### src/rtl/flappy_render.sv
// Flappy Brick pixel renderer and per-frame game-state engine.
// Consumes VGA raster counters and produces a registered 3-3-2 RGB pixel.
module flappy_render #(
  parameter int BRICK_X    = 200,
  parameter int BRICK_SIZE = 16,
  parameter int PIPE_W     = 40,
  parameter int GAP_H      = 120,
  parameter int SCROLL     = 2,
  parameter int GRAVITY    = 1,
  parameter int FLAP_VEL   = 8
) (
  input  logic       clk,
  input  logic       rst,
  input  logic [9:0] hc,
  input  logic [9:0] vc,
  input  logic       videoen,
  input  logic       flap,
  output logic [7:0] rgb,
  output logic [7:0] score,
  output logic       dead
);

  localparam logic [1:0] S_IDLE = 2'd0;
  localparam logic [1:0] S_PLAY = 2'd1;
  localparam logic [1:0] S_DEAD = 2'd2;

  localparam logic signed [10:0] Y_START   = 11'sd232;
  localparam logic signed [10:0] Y_MAX     = 11'(480 - BRICK_SIZE);
  localparam logic signed [10:0] B_SIZE    = 11'(BRICK_SIZE);
  localparam logic signed [5:0]  V_MAX     = 6'sd15;
  localparam logic signed [5:0]  V_GRAV    = 6'(GRAVITY);
  localparam logic signed [5:0]  V_FLAP    = 6'(-FLAP_VEL);
  localparam logic [9:0]         PX_START  = 10'd640;
  localparam logic [9:0]         PX_SCROLL = 10'(SCROLL);
  localparam logic [9:0]         BX_LO     = 10'(BRICK_X);
  localparam logic [9:0]         BX_HI     = 10'(BRICK_X + BRICK_SIZE);
  localparam logic [10:0]        P_W       = 11'(PIPE_W);
  localparam logic [9:0]         G_H       = 10'(GAP_H);
  localparam logic [8:0]         GAP_START = 9'd180;
  localparam logic [8:0]         GAP_BASE  = 9'd60;

  function automatic logic [7:0] lfsr_next(input logic [7:0] v);
    return {v[6:0], v[7] ^ v[5] ^ v[4] ^ v[3]};
  endfunction

  logic [1:0]         state_r;
  logic signed [10:0] brick_y_r;
  logic signed [5:0]  vel_r;
  logic [9:0]         pipe_x_r;
  logic [8:0]         gap_y_r;
  logic [7:0]         lfsr_r;
  logic [7:0]         score_r;
  logic [7:0]         rgb_r;
  logic               hit_r;
  logic               flap_pend_r;
  logic               sync0_r;
  logic               sync1_r;
  logic               sync2_r;

  logic [9:0]         x_s;
  logic [9:0]         y_s;
  logic signed [10:0] y_sg_s;
  logic               tick_s;
  logic               edge_s;
  logic               restart_s;
  logic signed [5:0]  vel_inc_s;
  logic signed [5:0]  vel_new_s;
  logic signed [10:0] y_new_s;
  logic               die_s;
  logic               brick_px_s;
  logic               pipe_px_s;

  // Raster decode, physics step and pixel classification
  always_comb begin
    x_s        = hc - 10'd144;
    y_s        = vc - 10'd31;
    y_sg_s     = signed'({1'b0, y_s});
    tick_s     = (hc == 10'd799) && (vc == 10'd520);
    edge_s     = sync1_r & ~sync2_r;
    restart_s  = (state_r == S_DEAD) && edge_s;
    vel_inc_s  = (vel_r > (V_MAX - V_GRAV)) ? V_MAX : (vel_r + V_GRAV);
    vel_new_s  = flap_pend_r ? V_FLAP : vel_inc_s;
    y_new_s    = brick_y_r + {{5{vel_new_s[5]}}, vel_new_s};
    die_s      = (y_new_s < 11'sd0) || (y_new_s > Y_MAX) || hit_r;
    brick_px_s = (x_s >= BX_LO) && (x_s < BX_HI) &&
                 (y_sg_s >= brick_y_r) && (y_sg_s < (brick_y_r + B_SIZE));
    // Pipe columns clip at the right screen edge; the gap is open vertically
    pipe_px_s  = ({1'b0, x_s} >= {1'b0, pipe_x_r}) &&
                 ({1'b0, x_s} < ({1'b0, pipe_x_r} + P_W)) && (x_s < 10'd640) &&
                 ((y_s < {1'b0, gap_y_r}) || (y_s >= ({1'b0, gap_y_r} + G_H)));
  end

  // Game state, flap synchronizer, LFSR and collision latch
  always_ff @(posedge clk) begin
    if (rst) begin
      state_r     <= S_IDLE;
      brick_y_r   <= Y_START;
      vel_r       <= 6'sd0;
      pipe_x_r    <= PX_START;
      gap_y_r     <= GAP_START;
      lfsr_r      <= 8'hA5;
      score_r     <= 8'd0;
      hit_r       <= 1'b0;
      flap_pend_r <= 1'b0;
      sync0_r     <= 1'b0;
      sync1_r     <= 1'b0;
      sync2_r     <= 1'b0;
    end else begin
      sync0_r <= flap;
      sync1_r <= sync0_r;
      sync2_r <= sync1_r;
      lfsr_r  <= lfsr_next(lfsr_r);
      hit_r   <= (tick_s || restart_s) ? 1'b0 : (hit_r | (videoen & brick_px_s & pipe_px_s));
      case (state_r)
        S_IDLE: begin
          if (edge_s) begin
            state_r     <= S_PLAY;
            flap_pend_r <= 1'b1;
          end
        end
        S_PLAY: begin
          if (tick_s) begin
            vel_r     <= vel_new_s;
            brick_y_r <= y_new_s;
            if (pipe_x_r < PX_SCROLL) begin
              pipe_x_r <= PX_START;
              gap_y_r  <= GAP_BASE + {1'b0, lfsr_r};
              score_r  <= score_r + 8'd1;
            end else begin
              pipe_x_r <= pipe_x_r - PX_SCROLL;
            end
            state_r     <= die_s ? S_DEAD : S_PLAY;
            // An edge landing on the tick itself is kept for the next tick
            flap_pend_r <= edge_s;
          end else if (edge_s) begin
            flap_pend_r <= 1'b1;
          end
        end
        S_DEAD: begin
          if (edge_s) begin
            state_r     <= S_IDLE;
            brick_y_r   <= Y_START;
            vel_r       <= 6'sd0;
            pipe_x_r    <= PX_START;
            gap_y_r     <= GAP_START;
            score_r     <= 8'd0;
            flap_pend_r <= 1'b0;
          end
        end
        default: state_r <= S_IDLE;
      endcase
    end
  end

  // Registered colour with brick over pipe over background priority
  always_ff @(posedge clk) begin
    if (rst) begin
      rgb_r <= 8'h00;
    end else if (!videoen) begin
      rgb_r <= 8'h00;
    end else if (brick_px_s) begin
      rgb_r <= 8'hE0;
    end else if (pipe_px_s) begin
      rgb_r <= 8'h1C;
    end else if (state_r == S_DEAD) begin
      rgb_r <= 8'h49;
    end else begin
      rgb_r <= 8'h5B;
    end
  end

  assign rgb   = rgb_r;
  assign score = score_r;
  assign dead  = (state_r == S_DEAD);

endmodule

### config.mk
export PLATFORM = sky130hd
export DESIGN_NAME = flappy_render
export DESIGN_NICKNAME = d
export VERILOG_FILES = /design/src/rtl/flappy_render.sv
export SDC_FILE = /design/constraint.sdc
export NUM_CORES = 1
export LEC_CHECK = 0
export CAP_MARGIN = 20
export CORE_UTILIZATION = 54
export DETAILED_ROUTE_END_ITERATION = 16
export GPL_ROUTABILITY_DRIVEN = 0
export PLACE_DENSITY = 0.78
export SYNTH_ARGS = -nofsm -noshare
export SYNTH_HDL_FRONTEND = slang
export SYNTH_SLANG_ARGS = --single-unit
### constraint.sdc
create_clock -name clk -period 3.5 [get_ports clk]
set_clock_uncertainty 0.05 [all_clocks]
set_input_delay 0.7 -clock clk [delete_from_list [all_inputs] [get_ports clk]]
set_output_delay 0.7 -clock clk [all_outputs]
set_load 0.05 [all_outputs]
# == Word-level counts from Yosys, hierarchy flattened ==
# Cells that the tools add are included.
# totals
ff_bits,67
input_bits,24
out_inout_bits,17
wordCells,110
# classes
addsub,10
order_cmp,13
eq_ne,8
n_mux,32
bitwise_logic,9
n_reduce_logical,23
# op_table
cell,n
8-bit 2-to-1 mux,4
10-bit 2-to-1 mux,3
9-bit 2-to-1 mux,3
6-bit 2-to-1 mux,4
11-bit 2-to-1 mux,2
11-bit one-hot mux with 2 select lines,1
"10-bit equality test, second input constant",2
10-bit greater-or-equal comparator,2
10-bit one-hot mux with 2 select lines,1
9-bit one-hot mux with 2 select lines,1
8-bit one-hot mux with 2 select lines,1
6-bit one-hot mux with 2 select lines,1
"10-bit by 6-bit adder with 11-bit output, second input constant",1
11-bit adder,1
"11-bit by 6-bit adder with 11-bit output, second input constant",1
11-bit greater-or-equal comparator,1
"11-bit by 10-bit greater-than comparator with 1-bit output, second input constant",1
10-bit by 11-bit < comparator with 1-bit output,1
"11-bit by 1-bit < comparator with 1-bit output, second input constant",1
11-bit < comparator,1
"9-bit by 7-bit adder with 10-bit output, second input constant",1
"10-bit by 8-bit greater-or-equal comparator with 1-bit output, second input constant",1
"10-bit < comparator, second input constant",1
"10-bit by 2-bit < comparator with 1-bit output, second input constant",1
34 further kinds,58

# == Depth between registers and ports, before layout ==
# logic_depth
ltp_word,10
mapped_depth,14
ltp_nobuf,14

# == Least setup slack after synthesis ==
# No wires, ideal clock.
# synth_timing
path_type,flip-flop to flip-flop
start,reg vel_r[1]
end,reg state_r[0]
setup_ns,0.074
arrival_ns,3.193
required_ns,3.376
path_slack_ns,0.183
stages_incl_launch_ff,14
n_path_buf,0
period_less_slack_ns,3.317
path_cell_list,dfxtp_1 ha_1 and4b_1 o21bai_1 a21oi_1 ha_1 fa_1 a211oi_1 o21ai_0 a31oi_1 xor2_1 a2111oi_0 or4_1 o21ai_0
# synth_between
elab_chain_len,10
elab_cells_between_ends,12
classes_between,add/sub: 2; order compare: 3; mux: 5; reduce/logical: 2
# synth_rtl
element,line,rtl
"start, declared",48,logic signed [5:0] vel_r;
"start signal, assigned",123,vel_r <= vel_new_s;
6-bit by 2-bit adder with 6-bit output or 6-bit by 5-bit greater-than comparator with 1-bit output (tied branches),81,vel_inc_s = (vel_r > (V_MAX - V_GRAV)) ? V_MAX : (vel_r + V_GRAV);
6-bit 2-to-1 mux *,81,
6-bit 2-to-1 mux *,82,vel_new_s = flap_pend_r ? V_FLAP : vel_inc_s;
11-bit adder *,83,"y_new_s = brick_y_r + {{5{vel_new_s[5]}}, vel_new_s};"
11-bit by 1-bit < comparator with 1-bit output or 11-bit by 10-bit greater-than comparator with 1-bit output (tied branches),84,die_s = (y_new_s < 11'sd0) || (y_new_s > Y_MAX) || hit_r;
1-bit logical OR * (2 in series),84,
2-bit 2-to-1 mux *,132,state_r <= die_s ? S_DEAD : S_PLAY;
2-bit 2-to-1 mux *,122,if (tick_s) begin
2-bit one-hot mux with 3 select lines *,114,case (state_r)
"end signal, assigned",132,
"end, declared",46,logic [1:0] state_r;
# Every way passes the cells marked *; elsewhere a longest branch is shown, timed or not. The select of a mux whose other input is x is not followed.
# A chain may end at the register's enable or synchronous reset.

# == Final worst setup path ==
# layout_timing
start,reg vel_r[0]
end,reg state_r[1]
# Same word-level chain as after synthesis.

==> flow_summary.json <==
{
  "reg2reg_depth": 14,
  "cts_tree": "yes",
  "clk_path_buf_depth": 2,
  "clk_pin_slew_ns": 0.09,
  "vias": 4729,
  "synthTopCellsByArea": "dfxtp_1 26%, ha_1 19%, xnor2_1 6.7%",
  "grt_setup_unrepaired": "true",
  "grt_pass1_vias": 4789,
  "post-place-ws_ns": -0.308,
  "path_class": "flip-flop to flip-flop",
  "htree_levels": 3,
  "synth_top_area_share_pct": 25.6,
  "ys.flop_type": "dfxtp_1",
  "setup-violations-final": 0,
  "timing.rr.start": "vel_r[0]",
  "ff2ff_setup_slack_ns": 0.15,
  "gr-total-overflow": 0,
  "status": "complete, no violations",
  "die_w_um": 99.0,
  "clock_latency_ns": 0.35,
  "routedWlPerCell_um": 15.6,
  "drc": 0,
  "multi_input_area_um2": 3610,
  "antenna_found_initial": 0,
  "tightest_slew_ns": 0.593,
  "required_ns": 3.71,
  "cp_data_arrival_time_ns": 3.56,
  "fp.dieH_um": 99.0,
  "synthAdderAreaFrac_pct": 19.6,
  "critPathCaptureType": "flip-flop",
  "ios": 41,
  "netlist_area_um2": 5080,
  "fin_crit_sh_pct": 95.8,
  "finalWorstSetupSlack_ns": 0.148,
  "synth-simple-area-share_pct": 21.5,
  "drt-total-wl_um": 12900,
  "die-area_um2": 9800,
  "drv_cap": 0,
  "power_mw": 2.08,
  "yosysWarnings": 0,
  "start_kind": "flip-flop",
  "muxShareOfSynthArea_pct": 0,
  "synth-compound-area-share_pct": 17.2,
  "vdd_drop_max_mv": 0.276,
  "antennaDiodeCount": 0,
  "dp_hpwl_um": 9930,
  "min_period_ns": 3.35,
  "core_um2": 9200,
  "drive_gt1_share_pct": 15.7,
  "min_path_type": "flip-flop to flip-flop",
  "drtIter0Drc": 209,
  "initial_utilization_pct": 55.2,
  "yosys.area.top_type": "dfxtp_1",
  "areaGrowthSynthToFinish_pct": 24.6,
  "synth_top_family_by_area": "simple AND/OR/NAND/NOR gates",
  "synth_cells": 617,
  "synthArstFlopShare_pct": 0,
  "cts_buffers": 9,
  "dp_cells": 807,
  "fill_cells": 739,
  "max_freq_ghz": 0.298,
  "hold_buffers": 0,
  "drt-pass1-iter-count": 5,
  "synth-seq-cells": 65,
  "hold_ws_ns": 0.401,
  "leakagePower_nw": 2.74,
  "drv_slew": 0,
  "ff_latch_area_um2": 1300,
  "cp_max_fo": 3,
  "grt_max_degree": 34,
  "drt.antenna.violating_nets": 0,
  "relSlewSlack_pct": 60.4,
  "cts-root-buf": "clkbuf_8",
  "reg2reg_to": "state_r[1]",
  "hold_start": "lfsr_r[1]",
  "final_cells": 825,
  "synth_edf_count": 0,
  "synth_nets": 720,
  "finalHoldViolCount": 0,
  "fin_nets": 812,
  "syn_area_per_cell_um2": 8.23,
  "numPortBuffers": 40,
  "worst_hold_path.endpoint": "lfsr_r[2]",
  "grt_use_total_pct": 27.5,
  "rows": 35,
  "ys_seq_area_share_pct": 25.6,
  "synth-xor-area-share_pct": 10.3,
  "worstHoldPathCells": 1,
  "clock-sinks": 65,
  "via_per_inst": 5.73,
  "yosysUniqueCellTypes": 66,
  "grt_pass1_wl_um": 21700,
  "powerDensity_nw_per_um2": 328
}
-- through the flow --
stage	TNS [ns]	cell area, um2	utilization (%)
finish	0	6330	68.8
global route	-0.142	6330	68.8
CTS	0	6210	67.6
detailed placement	-7.39	5970	64.9
global placement	-2.59	5970	64.9
floorplan	0	5080	-
-- per-layer routing --
layer	GRT usage, %	routed length (um)
met3	4.89	438
met2	49.9	6440
met4	9.07	246
met5	0	0
met1	32.5	5780
-- worst max-delay path, cell delays in order (launching register included) --
cell,delay (ns)
dfxtp_1,0.32
inv_1,0.05
ha_1,0.12
and4b_1,0.21
o21bai_4,0.19
a21oi_2,0.10
ha_1,0.23
fa_2,0.38
a211oi_2,0.30
o21bai_1,0.12
a21oi_1,0.18
xor2_1,0.11
a2111oi_1,0.59
nor4_1,0.11
o21ai_0,0.20
-- logic make-up after synthesis --
group / count (synthesis)
buffers and inverters: 72
flip-flops: 65
adder cells (fa/ha/maj): 79
XOR/XNOR: 60
AND/OR/NAND/NOR: 204
AO/OA/AOI/OAI: 137
-- how the worst max path moves through the flow --
stage / start / endpoint / slack (ns) / cells past startpoint
floorplan: vel_r[1] / state_r[0] / 0.18 / 13
global placement: vc[0] / hit_r / -0.21 / 13
detailed placement: vc[0] / hit_r / -0.31 / 11
CTS: vel_r[0] / state_r[0] / 0.03 / 14
global route: vc[0] / rgb[1] / -0.04 / 13
finish: vel_r[0] / state_r[1] / 0.15 / 14
-- sequential cells by signal (all words and copies together) (netlist names), 2 cells and up --
signal,cells
state_r,2
lfsr_r,8
pipe_x_r,9
rgb,7
gap_y_r,9
brick_y_r,11
vel_r,6
score,8
-- cells in the mapped netlist (all sizes together) (2+ instances only) --
cell type  number
or3             5
nand3          15
a211o           3
a21boi          2
nor2b           7
o211ai          4
a211oi          8
a41oi           2
buf             7
inv            52
ha             78
nand2          40
or4             2
nand3b         11
o31ai           2
nor3b           5
nor2           53
clkbuf         13
o21ai          33
o21a            5
a21o            8
nand4           8
o22ai           2
nor3           22
xor2           21
nor4           11
dfxtp          65
xnor2          39
a2111oi         4
a31oi           4
and3            6
nand2b          7
a21oi          42
o2111ai         2
or2             4
o21bai          4
-- cells in the final DEF, fill, tap and decap left out, types with 8 or more instances in the layout --
cell type and n:
a21o_1 8, clkdlybuf4s50_1 40, nor2_1 52, nand2_1 40, nand3b_1 11, dfxtp_1 65
xor2_1 20, clkbuf_8 9, nand3_1 14, nand4_1 8, xnor2_1 38, ha_1 77
o21ai_0 27, buf_4 61, nor3_1 19, a21oi_1 40, inv_1 52
-- repair_timing --
action	4_1_cts	5_1_grt
setup buffers	1	1
resized for setup	5	24
gates cloned	0	0
setup endpoints to repair	2	11
pin swaps	1	11
-- power breakdown --
group          internal [mW]  switching [mW]
Clock                  0.410           0.353
Combinational          0.247           0.274
Sequential             0.764          0.0273
-- final cells by class --
type	count	area share, %
clock buffers	9	1.96
multi-input cells	480	57.0
repair buffers	101	13.6
inverters	52	3.09
well taps	111	2.20
flip-flops and latches	65	20.6
clock inverters	7	1.62
Note: power is estimated with default switching activity, not from simulation.
